$ cat src/rtl/trap_pkg.sv
// Shared types and constants for the trap sequencer.
// States, cause codes and control register bit positions.
package trap_pkg;

  typedef enum logic [2:0] {
    ST_RUN,
    ST_SAVE,
    ST_SWITCH,
    ST_VECTOR,
    ST_RET_PC,
    ST_RET_BANK,
    ST_HALT
  } trap_state_t;

  localparam logic [2:0] CAUSE_SYSCALL = 3'd0;
  localparam logic [2:0] CAUSE_ILLEGAL = 3'd1;
  localparam logic [2:0] CAUSE_PFAULT  = 3'd2;
  localparam logic [2:0] CAUSE_IRQ     = 3'd4;

  localparam int CR_MODE   = 0;
  localparam int CR_CARRY  = 1;
  localparam int CR_PAGING = 2;
  localparam int CR_IRQEN  = 3;

endpackage

$ cat src/rtl/trap_sequencer.sv
// Supervisor entry/return sequencer.
// Owns the bank select, saves epc/cause, loads the trap vector.
module trap_sequencer
  import trap_pkg::*;
#(
  parameter int PC_W = 16,
  parameter logic [PC_W-1:0] VEC_BASE = PC_W'(16'h0010),
  parameter int VEC_STRIDE = 4
) (
  input  logic            clk,
  input  logic            reset,
  input  logic            fetch_boundary,
  input  logic [7:0]      cr_cur,
  input  logic            irq,
  input  logic            trap_req,
  input  logic [1:0]      trap_cause,
  input  logic            reti_req,
  input  logic [PC_W-1:0] pc_in,
  output logic            bank,
  output logic            stall,
  output logic            pc_we,
  output logic [PC_W-1:0] pc_out,
  output logic [PC_W-1:0] epc_out,
  output logic [2:0]      cause_out,
  output logic            ack,
  output logic            halted
);

  localparam int SH = $clog2(VEC_STRIDE);

  trap_state_t     state;
  logic [PC_W-1:0] vec;
  logic            irq_take;
  logic            cr_unused;

  assign cr_unused = ^{cr_cur[7:4], cr_cur[2:0]};

  // Stride is a power of two, so the vector is a shift-add.
  assign vec = VEC_BASE + (PC_W'(cause_out) << SH);

  assign irq_take = irq & cr_cur[CR_IRQEN] & ~bank;

  // Sequencer; outputs are registered for the state being entered.
  always_ff @(posedge clk or negedge reset) begin
    if (!reset) begin
      state     <= ST_RUN;
      bank      <= 1'b1;
      stall     <= 1'b0;
      pc_we     <= 1'b0;
      pc_out    <= '0;
      ack       <= 1'b0;
      halted    <= 1'b0;
      epc_out   <= '0;
      cause_out <= '0;
    end else begin
      pc_we  <= 1'b0;
      ack    <= 1'b0;
      pc_out <= '0;
      unique case (state)
        ST_RUN: begin
          if (fetch_boundary) begin
            if (trap_req) begin
              stall <= 1'b1;
              if (bank) begin
                state  <= ST_HALT;
                halted <= 1'b1;
              end else begin
                state     <= ST_SAVE;
                cause_out <= {1'b0, trap_cause};
              end
            end else if (reti_req) begin
              stall <= 1'b1;
              if (bank) begin
                state  <= ST_RET_PC;
                pc_we  <= 1'b1;
                pc_out <= epc_out;
              end else begin
                state     <= ST_SAVE;
                cause_out <= CAUSE_ILLEGAL;
              end
            end else if (irq_take) begin
              stall     <= 1'b1;
              state     <= ST_SAVE;
              cause_out <= CAUSE_IRQ;
            end
          end
        end
        ST_SAVE: begin
          epc_out <= pc_in;
          bank    <= 1'b1;
          state   <= ST_SWITCH;
        end
        ST_SWITCH: begin
          pc_we  <= 1'b1;
          pc_out <= vec;
          ack    <= 1'b1;
          state  <= ST_VECTOR;
        end
        ST_VECTOR: begin
          stall <= 1'b0;
          state <= ST_RUN;
        end
        ST_RET_PC: begin
          bank  <= 1'b0;
          ack   <= 1'b1;
          state <= ST_RET_BANK;
        end
        ST_RET_BANK: begin
          stall <= 1'b0;
          state <= ST_RUN;
        end
        ST_HALT: begin
          stall  <= 1'b1;
          halted <= 1'b1;
        end
        default: begin
          state <= ST_RUN;
        end
      endcase
    end
  end

endmodule

$ cat config.mk
export PLATFORM = sky130hd
export DESIGN_NAME = trap_sequencer
export DESIGN_NICKNAME = d
export VERILOG_FILES = /design/src/rtl/trap_pkg.sv /design/src/rtl/trap_sequencer.sv
export SDC_FILE = /design/constraint.sdc
export NUM_CORES = 1
export LEC_CHECK = 0
export BUFFER_PORTS_ARGS = -buffer_cell sky130_fd_sc_hd__buf_2
export CORE_UTILIZATION = 47
export DETAILED_ROUTE_END_ITERATION = 8
export GPL_TIMING_DRIVEN = 0
export PLACE_DENSITY = 0.78
export SLEW_MARGIN = 5
export SYNTH_ARGS = -nofsm -noshare
export SYNTH_HDL_FRONTEND = slang
export SYNTH_SLANG_ARGS = --single-unit
$ cat constraint.sdc
create_clock -name clk -period 2.1 [get_ports clk]
set_input_delay 0 -clock clk [delete_from_list [all_inputs] [get_ports clk]]
set_output_delay 0 -clock clk [all_outputs]
set_load 0.02 [all_outputs]
### Word level (Yosys, flattened, before mapping)

Index checks and enable logic that the tools add are counted.

| storage, ports and cells | value |
|---|---|
| register bits | 43 |
| latch bits | 0 |
| bits in writable memories | 0 |
| bits in read-only memories | 0 |
| input bits | 32 |
| output and inout bits | 40 |
| logic and storage cells | 70 |
| memories kept | 0 |

| cells by class | value |
|---|---|
| add/subtract/negate cells | 1 |
| multiply operators | 0 |
| divide/modulo/power cells | 0 |
| order comparisons | 0 |
| equal/unequal tests | 12 |
| shifts and indexed selects | 0 |
| multiplexer cells | 33 |
| bitwise logic cells | 4 |
| reductions and logical operators | 11 |

Operators with widths:

| operator | count |
|---|---|
| 2-to-1 mux 16 bit | 4 |
| 2-to-1 mux 3 bit | 11 |
| one-hot mux 16 bit (2 select lines) | 1 |
| one-hot mux 3 bit (5 select lines) | 1 |
| 2-to-1 mux 1 bit | 12 |
| inequality test 2 bit, second input constant | 5 |
| equality test 3 bit, second input constant | 3 |
| adder 5 x 5 -> 6 bit, first input constant | 1 |
| equality test 3 x 2 -> 1 bit, second input constant | 2 |
| one-hot mux 1 bit (2 select lines) | 3 |
| AND reduction 3 bit | 2 |
| nonzero test 3 bit | 2 |
| AND reduction 5 bit | 1 |
| inequality test 4 bit, second input constant | 1 |
| AND reduction 4 bit | 1 |
| nonzero test 2 bit | 2 |
| OR reduction 2 bit | 2 |
| equality test 3 x 1 -> 1 bit, second input constant | 1 |
| logical NOT 3 bit | 1 |
| one-hot mux 1 bit (3 select lines) | 1 |
| bitwise AND 1 bit | 2 |
| NOT 1 bit | 2 |

### Longest topological paths before layout

Gate-level depths: netlist of the first run.

| depth | value |
|---|---|
| depth after elaboration | 7 |
| gate-level depth with buffers | 6 |
| gate-level depth less buffers | 5 |

### Worst setup path after synthesis of the first run

Ideal clock, no wire load.

| path | value |
|---|---|
| path kind | register -> register |
| from | register bank |
| to | register pc_out[10] |
| library setup time | 66 ps |
| data arrival time | 1532 ps |
| required time | 2034 ps |
| slack | 502 ps |
| cell stages (with the launch flop) | 7 |
| buffers on the path | 3 |
| period minus slack after synthesis | 1598 ps |
| cells stage by stage | dfstp_2 > clkbuf_2 > and4b_1 > buf_2 > and3_1 > clkbuf_2 > and2_1 |

| on the way | value |
|---|---|
| word-level cells in the longest chain between the ends | 5 |

RTL lines:

| element | RTL line | source |
|---|---|---|
| start, declared | trap_sequencer.sv:19 | `output logic bank,` |
| start signal, assigned | trap_sequencer.sv:47 | `bank <= 1'b1;` |
| start signal, assigned | trap_sequencer.sv:90 | `bank <= 1'b1;` |
| start signal, assigned | trap_sequencer.sv:104 | `bank <= 1'b0;` |
| 2-to-1 mux 16 bit | trap_sequencer.sv:73 | `if (bank) begin` |
| 2-to-1 mux 16 bit | trap_sequencer.sv:71 | `end else if (reti_req) begin` |
| 2-to-1 mux 16 bit | trap_sequencer.sv:62 | `if (trap_req) begin` |
| 2-to-1 mux 16 bit | trap_sequencer.sv:61 | `if (fetch_boundary) begin` |
| one-hot mux 16 bit (2 select lines) | trap_sequencer.sv:59 | `unique case (state)` |
| end signal, assigned | trap_sequencer.sv:76 | `pc_out <= epc_out;` |
| end signal, assigned | trap_sequencer.sv:95 | `pc_out <= vec;` |
| end, declared | trap_sequencer.sv:22 | `output logic [PC_W-1:0] pc_out,` |

Every way passes these cells.
A chain may end at the register's enable or synchronous reset.

### Worst setup path after layout of the first run

| path | value |
|---|---|
| from | register state[1] |
| to | register epc_out[6] |

| on the way | value |
|---|---|
| word-level cells in the longest chain between the ends | 1 |

RTL lines:

| element | RTL line | source |
|---|---|---|
| start, declared | trap_sequencer.sv:31 | `trap_state_t state;` |
| start signal, assigned | trap_sequencer.sv:46 | `state <= ST_RUN;` |
| start signal, assigned | trap_sequencer.sv:65 | `state <= ST_HALT;` |
| start signal, assigned | trap_sequencer.sv:68 | `state <= ST_SAVE;` |
| equality test 3 x 1 -> 1 bit | trap_sequencer.sv:59 |  |
| end signal, assigned | trap_sequencer.sv:89 | `epc_out <= pc_in;` |
| end, declared | trap_sequencer.sv:23 | `output logic [PC_W-1:0] epc_out,` |

Every way passes these cells.

==> flow_metrics.tcl, run 1 <==
set metrics [dict create \
    drc 0 \
    dp.cells 247 \
    hold_path.class "in2reg" \
    p_per_area_nw_per_um2 1430 \
    dieArea_um2 4020 \
    stdcell_area_um2 2460 \
    drtIter0Drc 23 \
    path_buf_inv 2 \
    place_area_um2 2150 \
    ir_worst_vdd_v 0.000793 \
    finalCriticalPeriod_ns 1.80 \
    syn2layout_area_growth_pct 38.9 \
    port_buffers 64 \
    grt_max_degree 44 \
    drive_gt1_share_pct 44.1 \
    cts_sinks 43 \
    clk_latency_ns 0.29 \
    fillers 275 \
    synth_top_flop_cell "dfrtp_1" \
    track_usage_pct 20.0 \
    slew_viol_final 0 \
    cts_made_buffers 5 \
    avgSynthCellArea_um2 13.0 \
    h-tree-depth 2 \
    yosysSeqAreaShare_pct 60.7 \
    vias_per_cell 4.96 \
    tns_ns 0 \
    grt-ovfl-total 0 \
    crit_path_start_kind "flip-flop" \
    postSynthNetCount 170 \
    layout.cells.non_filler 273 \
    synth.distinct_cells 38 \
    leakage_nw 1.22 \
    end_kind "flip-flop" \
    cts_max_path_buffers 2 \
    cp_data_required_time_ns 2.28 \
    yosys_register_bits 43 \
    final_common_cell "buf_2" \
    die_x_um 63.4 \
    postSynthCellCount 137 \
    grt_pass1_wl_um 6180 \
    start_util_pct 51.2 \
    fin_crit_sh_pct 85.6 \
    maxCapViolCount 0 \
    seqCellArea_um2 1080 \
    slowest_delay_ns 0.50 \
    final_hold_viol_count 0 \
    path_cells "buf_6 > nor3_2 > buf_4 > mux2_2" \
    synth_warnings 0 \
    num_rows 21 \
    cp_max_fo 10 \
    die_h_um 63.4 \
    via_count 1353 \
    finalSetupViolCount 0 \
    critPathKind "reg2reg" \
    dr.pass1.iters 4 \
    cpLargestDelayFamily "simple AND/OR/NAND/NOR gates" \
    finalClockSkew_ns 0.00334 \
    routedWlPerCell_um 13.3 \
    cts_tree "done" \
    multi_input_area_um2 624 \
    setup_slack_ns 0.302 \
    status "completed" \
    dp_slack_ns 0.276 \
    max_freq_mhz 556 \
    layout_common_cells "buf_2 (66), dfrtp_1 (42), dlygate4sd3_1 (18)" \
    crit_arrival_ns 1.98 \
    wirelength_um 3640 \
    routabilityCongestion 0.854 \
    num_antenna_cells 0 \
    slew_headroom_pct 39.9 \
    post-route-util_pct 71.1 \
    grt_antenna_before_repair 0 \
    fin_nets 259 \
    clk_pin_slew_ns 0.08 \
    tightestPinTransition_ns 0.902 \
    grt_setup_unrepaired "false" \
    coreArea_um2 3470 \
    async_reset_ff_share_pct 100 \
    synth_area_um2 1770 \
    synth-edff-count 0 \
    worst_path_max_delay_cell "nor3_2" \
    final_antenna_net_count 0 \
    cts_setup_buffers 0 \
    grt_pass1_vias 1339 \
    root_buffer "clkbuf_8" \
    dp_hpwl_um 2600 \
    io_pins 72 \
]
==> sequential cells by signal, indices dropped and copies added, names as in the netlist <==
| name | cells |
|---|---|
| pc_we | 1 |
| halted | 1 |
| epc_out | 16 |
| stall | 1 |
| cause_out | 3 |
| pc_out | 16 |
| ack | 1 |
| state | 3 |
| bank | 1 |
==> kinds of logic (layout without fill, tap and decap cells) <==
kind of cell / after synthesis / after routing / share of synthesized area (%)
multiplexers: 20 / 20 / 12.6
AND/OR/NAND/NOR: 38 / 38 / 12.3
buffers and inverters: 15 / 105 / 4.09
flip-flops: 43 / 43 / 60.7
AO/OA/AOI/OAI: 19 / 19 / 8.60
adder cells (fa/ha/maj): 1 / 1 / 1.13
XOR/XNOR: 1 / 1 / 0.494
==> through the flow <==
step	hold WS [ns]	power (mW)
floorplan	-0.296	2.30
global placement	0.166	2.70
detailed placement	0.183	2.78
CTS	0.0345	3.55
global route	0.0474	3.73
finish	0.0331	3.53
==> area by class of cell <==
cell class | instances | area share (%)
clock inverter | 2 | 2.44
sequential | 43 | 43.7
buffer | 9 | 2.03
timing repair buffer | 82 | 20.3
multi-input combinational | 79 | 25.3
tap | 46 | 2.34
inverter | 6 | 0.914
clock buffer | 6 | 2.94
==> where the power goes <==
group          internal, mW  switching, mW
Combinational         0.617          0.876
Sequential             1.12          0.170
Clock                 0.475          0.268
Total                  2.21           1.31
==> what timing repair did <==
| item | CTS | global route |
|---|---|---|
| hold buffers | 18 | 0 |
| endpoints found under the hold margin | 59 | 0 |
| gates resized for setup | 0 | 0 |
| endpoints found under the setup margin | 0 | 0 |
==> worst paths after layout <==
kind / start / endpoint / slack, ns / cells after the start
min in group asynchronous: reset / halted / 0.38 / 2
hold / removal: trap_req / cause_out[1] / 0.03 / 3
max in group asynchronous: reset / cause_out[2] / 1.15 / 2
setup reg to reg: state[1] / epc_out[6] / 0.30 / 4
hold reg to reg: halted / halted / 0.48 / 1
setup / recovery: state[1] / epc_out[6] / 0.30 / 4
==> cell usage after synthesis (all sizes together) (4+ instances only) <==
library cell | n | share of area [%]
dfrtp | 42 | 59
nand2 | 6 | 1.3
clkbuf | 5 | 1.2
nand3 | 5 | 1.4
buf | 4 | 1.6
inv | 6 | 1.3
a21oi | 6 | 1.7
nor2 | 5 | 1.1
and2 | 13 | 4.6
mux2 | 19 | 12
==> metal layers <==
layer,GRT usage (%),routed length [um]
met1,24.5,1490
met2,33.8,1840
met3,3.62,203
met4,9.94,102
met5,0,0
==> worst register-to-register path, cell delays in order, from the launching register on <==
cell and delay [ns]:
dfrtp_1 0.38, buf_6 0.13, nor3_2 0.51, buf_4 0.30, mux2_2 0.36
Power figures use the tool's default switching activity.
==> run 2, diff against run 1 <==
Settings changed: BUFFER_PORTS_ARGS -buffer_cell sky130_fd_sc_hd__buf_2 to -buffer_cell sky130_fd_sc_hd__clkbuf_2, GPL_ROUTABILITY_DRIVEN set to 0.
==> flow_metrics.tcl, run 2 (synthesis gave the netlist of run 1 again) <==
set metrics [dict create \
    status "completed" \
    drc 0 \
    cts_made_buffers 5 \
    track_usage_pct 18.8 \
    die_x_um 63.4 \
    grt_pass1_vias 1343 \
    crit_path_start_kind "flip-flop" \
    routedWlPerCell_um 13.1 \
    drive_gt1_share_pct 43.8 \
    wirelength_um 3570 \
    p_sw_share_pct 38.2 \
    slew_headroom_pct 35.2 \
    start_util_pct 51.2 \
    final_hold_viol_count 0 \
    maxCapViolCount 0 \
    cts_resized 0 \
    fin_crit_sh_pct 88.2 \
    crit_arrival_ns 2.01 \
    final_antenna_net_count 0 \
    max_freq_mhz 540 \
    tns_ns 0 \
    postCtsHoldBufs 18 \
    total_power_mw 3.37 \
    layout_common_cells "clkbuf_2 (66), dfrtp_1 (42), dlygate4sd3_1 (18)" \
    final_common_cell "clkbuf_2" \
    tightestPinTransition_ns 0.971 \
    reg_top3 "epc_out x16, pc_out x16" \
    grt_setup_unrepaired "false" \
    cts_sinks 43 \
    io_pins 72 \
    num_rows 21 \
    grt_pass1_wl_um 5810 \
    critPathKind "reg2reg" \
    syn2layout_area_growth_pct 37.2 \
    dr.pass1.iters 4 \
    grt-ovfl-total 0 \
    cts_max_path_buffers 2 \
    cp_data_required_time_ns 2.26 \
    port_buffers 64 \
    p_int_mw 2.08 \
    num_antenna_cells 0 \
    via_count 1357 \
    power.net_switching_mw 1.29 \
    slew_viol_final 0 \
    finalSetupViolCount 0 \
    die_h_um 63.4 \
    clkPwrFrac_pct 17.4 \
    cts_tree "done" \
    finalCriticalPeriod_ns 1.85 \
    h-tree-depth 2 \
    clk_pin_slew_ns 0.07 \
    ir_worst_vdd_v 0.000912 \
    end_kind "flip-flop" \
    root_buffer "clkbuf_8" \
    clk_latency_ns 0.28 \
    dp_hpwl_um 2640 \
    coreArea_um2 3470 \
    dieArea_um2 4020 \
    grt_max_degree 44 \
    leakage_nw 1.20 \
    grt_antenna_before_repair 0 \
    fillers 277 \
    vias_per_cell 4.99 \
    cp_max_fo 10 \
    sequentialPowerShare_pct 38.6 \
    p_per_area_nw_per_um2 1380 \
    cts_setup_buffers 0 \
    fin_nets 259 \
    drtIter0Drc 22 \
    hold_path.class "in2reg" \
    combinationalPowerShare_pct 44.0 \
    finalClockSkew_ns 0.00383 \
]
[run 2: changes by cell type in the layout (fill, tap and decap cells not counted)]
cell and delta:
bufinv_16 -1, clkbuf_2 +64, buf_2 -64
[run 2: layout make-up]
| cell class | instances | area, um2 | area share (%) |
|---|---|---|---|
| repair buffers | 82 | 500 | 20.6 |
| plain buffers | 9 | 50.0 | 2.06 |
| flip-flops and latches | 43 | 1080 | 44.2 |
| multi-input cells | 79 | 624 | 25.6 |
| clock inverters | 1 | 30.0 | 1.23 |
| clock buffers | 6 | 72.6 | 2.98 |
| well taps | 46 | 57.6 | 2.36 |
| inverters | 6 | 22.5 | 0.925 |
[run 2: per-layer routing]
metal  wire [um]  track usage (%)  vias up  share of wire (%)
li1            -                -      647                  -
met1        1360             21.9      641                 38
met2        1870             32.3       55                 52
met3         193             3.62       14                5.4
met4         146             10.5        0                4.1
met5           0                0        -                  0
[run 2: worst paths after layout]
check	start	to	slack, ns	cells past startpoint
max	state[1]	epc_out[15]	0.25	4
min	trap_req	cause_out[1]	0.04	3
max reg2reg	state[1]	epc_out[15]	0.25	4
min reg2reg	halted	halted	0.49	1
max in group asynchronous	reset	state[1]	1.09	2
min in group asynchronous	reset	halted	0.42	2
[run 2: metrics by stage]
step / setup slack, ns / util (%) / hold WS [ns] / cell area [um2] / cells
after detailed placement: 0.232 / 62.0 / 0.215 / 2150 / 247
after global placement: 0.359 / 62.0 / 0.201 / 2150 / 247
after floorplan: 0.502 / - / -0.296 / 1770 / 137
after global routing: 0.152 / 70.2 / 0.0586 / 2430 / 272
final: 0.249 / 70.2 / 0.0407 / 2430 / 272
after CTS: 0.232 / 70.2 / 0.0359 / 2430 / 272
[run 2: power groups by stage]
stage	registers, mW	logic, mW	clock network [mW]
after floorplan	1.61	0.687	0
after global placement	1.29	1.41	0
after detailed placement	1.32	1.46	0
after CTS	1.30	1.50	0.600
after global routing	1.34	1.60	0.638
final	1.30	1.48	0.585
[run 2: critical path: stages, from the launching register on]
cell     delay [ns]
dfrtp_1        0.37
buf_6          0.13
nor3_2         0.56
buf_4          0.32
mux2_2         0.36
==> run 3, diff against run 2 <==
Settings changed: ABC_AREA set to 1, CORE_UTILIZATION 47 to 48, PLACE_DENSITY 0.78 to 0.79.
==> flow_metrics.tcl, run 3 <==
set metrics [dict create \
    maxCapViolCount 0 \
    yosys_register_bits 43 \
    reg_top3 "epc_out x16, pc_out x16" \
    die_x_um 64.4 \
    p_int_mw 1.14 \
    cp_data_required_time_ns 2.29 \
    dp_slack_ns 0.714 \
    clk_pin_slew_ns 0.08 \
    num_rows 22 \
    cts_made_buffers 5 \
    synth-edff-count 0 \
    end_kind "flip-flop" \
    max_freq_mhz 706 \
    synth_top_family_by_area "simple AND/OR/NAND/NOR gates" \
    yosysTopAreaCellShare_pct 56.2 \
    yosysTopAreaCell "dfrtp_1" \
    p_per_area_nw_per_um2 602 \
    cts_tree "done" \
    whs_ns 0.0326 \
    finalSetupViolCount 0 \
    final_hold_viol_count 0 \
    stdcell_area_um2 2500 \
    start_util_pct 50.7 \
    final_common_cell "clkbuf_2" \
    synthMuxAreaShare_pct 3.21 \
    routedWlPerCell_um 11.9 \
    cts_resized 0 \
    grt-ovfl-total 0 \
    drive_gt1_share_pct 35.4 \
    io_pins 72 \
    tightestPinTransition_ns 0.998 \
    synth-compound-area-share_pct 4.95 \
    leakage_nw 1.42 \
    combinationalPowerShare_pct 9.6 \
    grt_max_degree 44 \
    fin_nets 303 \
    dp_hpwl_um 2640 \
    wirelength_um 3800 \
    tns_ns 0 \
    synth_most_common_cell "dfrtp_1" \
    coreArea_um2 3690 \
    sequentialPowerShare_pct 57.0 \
    track_usage_pct 21.1 \
    slew_headroom_pct 33.4 \
    finalClockSkew_ns 0.00272 \
    finalCriticalPeriod_ns 1.42 \
    dieArea_um2 4150 \
    cp_max_fo 5 \
    p_sw_share_pct 24.1 \
    hold_path.class "in2reg" \
    root_buffer "clkbuf_8" \
    cts_sinks 43 \
    postSynthCellCount 183 \
    synth.distinct_cells 22 \
    fin_crit_sh_pct 67.5 \
    synth_xor_area_share_pct 0 \
    synth_top_flop_cell "dfrtp_1" \
    postCtsHoldBufs 17 \
    drc 0 \
    syn2layout_area_growth_pct 33.7 \
    r2r_setup_slack_ns 0.68 \
    avgSynthCellArea_um2 10.2 \
    final_antenna_net_count 0 \
    setup_slack_ns 0.683 \
    yosys.area_share.adder_pct 1.07 \
    cts_max_path_buffers 2 \
    synth_warnings 0 \
    critPathKind "reg2reg" \
    synthTopCellsByArea "dfrtp_1 (56%), nand2_1 (7.6%), nor2_4 (6.0%), inv_1 (5.0%), nor2_1 (4.4%)" \
    port_buffers 63 \
    async_reset_ff_share_pct 100 \
    clk_latency_ns 0.29 \
    crit_arrival_ns 1.60 \
    postSynthNetCount 216 \
    clkPwrFrac_pct 33.4 \
    synth_area_um2 1870 \
    vias_per_cell 4.66 \
    die_h_um 64.4 \
    yosysSeqAreaShare_pct 57.6 \
    layout_common_cells "clkbuf_2 (63), dfrtp_1 (42), nand2_1 (38)" \
    h-tree-depth 2 \
    drtIter0Drc 39 \
    slew_viol_final 0 \
    crit_path_start_kind "flip-flop" \
    dr.pass1.iters 4 \
    grt_pass1_wl_um 6500 \
    ir_worst_vdd_v 0.000480 \
    via_count 1485 \
    num_antenna_cells 0 \
    status "completed" \
    grt_setup_unrepaired "false" \
    grt_pass1_vias 1459 \
    total_power_mw 1.50 \
    cts_setup_buffers 0 \
    synthSimpleGateAreaFrac_pct 25.0 \
    place_area_um2 2240 \
    grt_antenna_before_repair 0 \
    power.net_switching_mw 0.362 \
    yosys-top-cells-count "dfrtp_1 (42), nand2_1 (38), inv_1 (25)" \
]
## run 3: cell types whose count changed after synthesis, sizes merged, moves of 2 or more
| cell | change |
|---|---|
| nand2 | +34 |
| nor2 | +30 |
| inv | +19 |
| mux2 | -15 |
| and2 | -13 |
| a21oi | +6 |
| clkbuf | -5 |
| nand3 | +4 |
| o21ai | +3 |
| a2111oi | -2 |
| a221oi | -2 |
## run 3: metrics by stage
| stage | cells | util [%] |
|---|---|---|
| after floorplan | 183 | - |
| after global placement | 294 | 60.9 |
| after detailed placement | 294 | 60.9 |
| after CTS | 319 | 67.8 |
| after global routing | 319 | 67.8 |
| final | 319 | 67.8 |
## run 3: cells by family (layout without fill, tap and decap cells)
group | Yosys count | in the layout
muxes | 4 | 4
buffers and inverters | 30 | 118
DFF | 43 | 43
adders and majority gates | 1 | 1
AOI/OAI and AO/OA | 18 | 18
and+or+nand+nor | 87 | 87
## run 3: metal layers
| metal | part of all wire (%) | track usage (%) |
|---|---|---|
| met5 | 0 | 0 |
| met4 | 2.3 | 8.89 |
| met3 | 4.9 | 6.79 |
| met2 | 52 | 33.6 |
| met1 | 41 | 26.3 |
## run 3: worst paths after layout
kind                          start            to  depth (start not counted)
setup / recovery           state[0]      state[1]                          6
hold / removal             reti_req  cause_out[2]                          4
setup reg to reg           state[0]      state[1]                          6
hold reg to reg              halted        halted                          2
max in group asynchronous     reset  cause_out[2]                          2
min in group asynchronous     reset     pc_out[9]                          2
## run 3: layout make-up
type	count	area, um2
repair buffers	80	485
inverters	25	93.8
fillers	306	1190
well taps	48	60.1
clock inverters	2	12.5
plain buffers	5	58.8
clock buffers	6	72.6
multi-input cells	110	639
flip-flops and latches	43	1080
## run 3: critical path: stages (launching register included)
cell and delay [ns]:
dfrtp_1 0.48, inv_1 0.11, fa_1 0.45, inv_1 0.09
nor2_1 0.05, nand3_1 0.08, nand2_1 0.05
## run 3: power groups by stage
stage / sequential [mW] / combinational, mW / clock [mW]
6_report: 0.857 / 0.145 / 0.502
3_3_place_gp: 0.872 / 0.120 / 0
3_5_place_dp: 0.873 / 0.121 / 0
5_1_grt: 0.860 / 0.159 / 0.560
2_1_floorplan: 0.895 / 0.0370 / 0
4_1_cts: 0.857 / 0.147 / 0.514
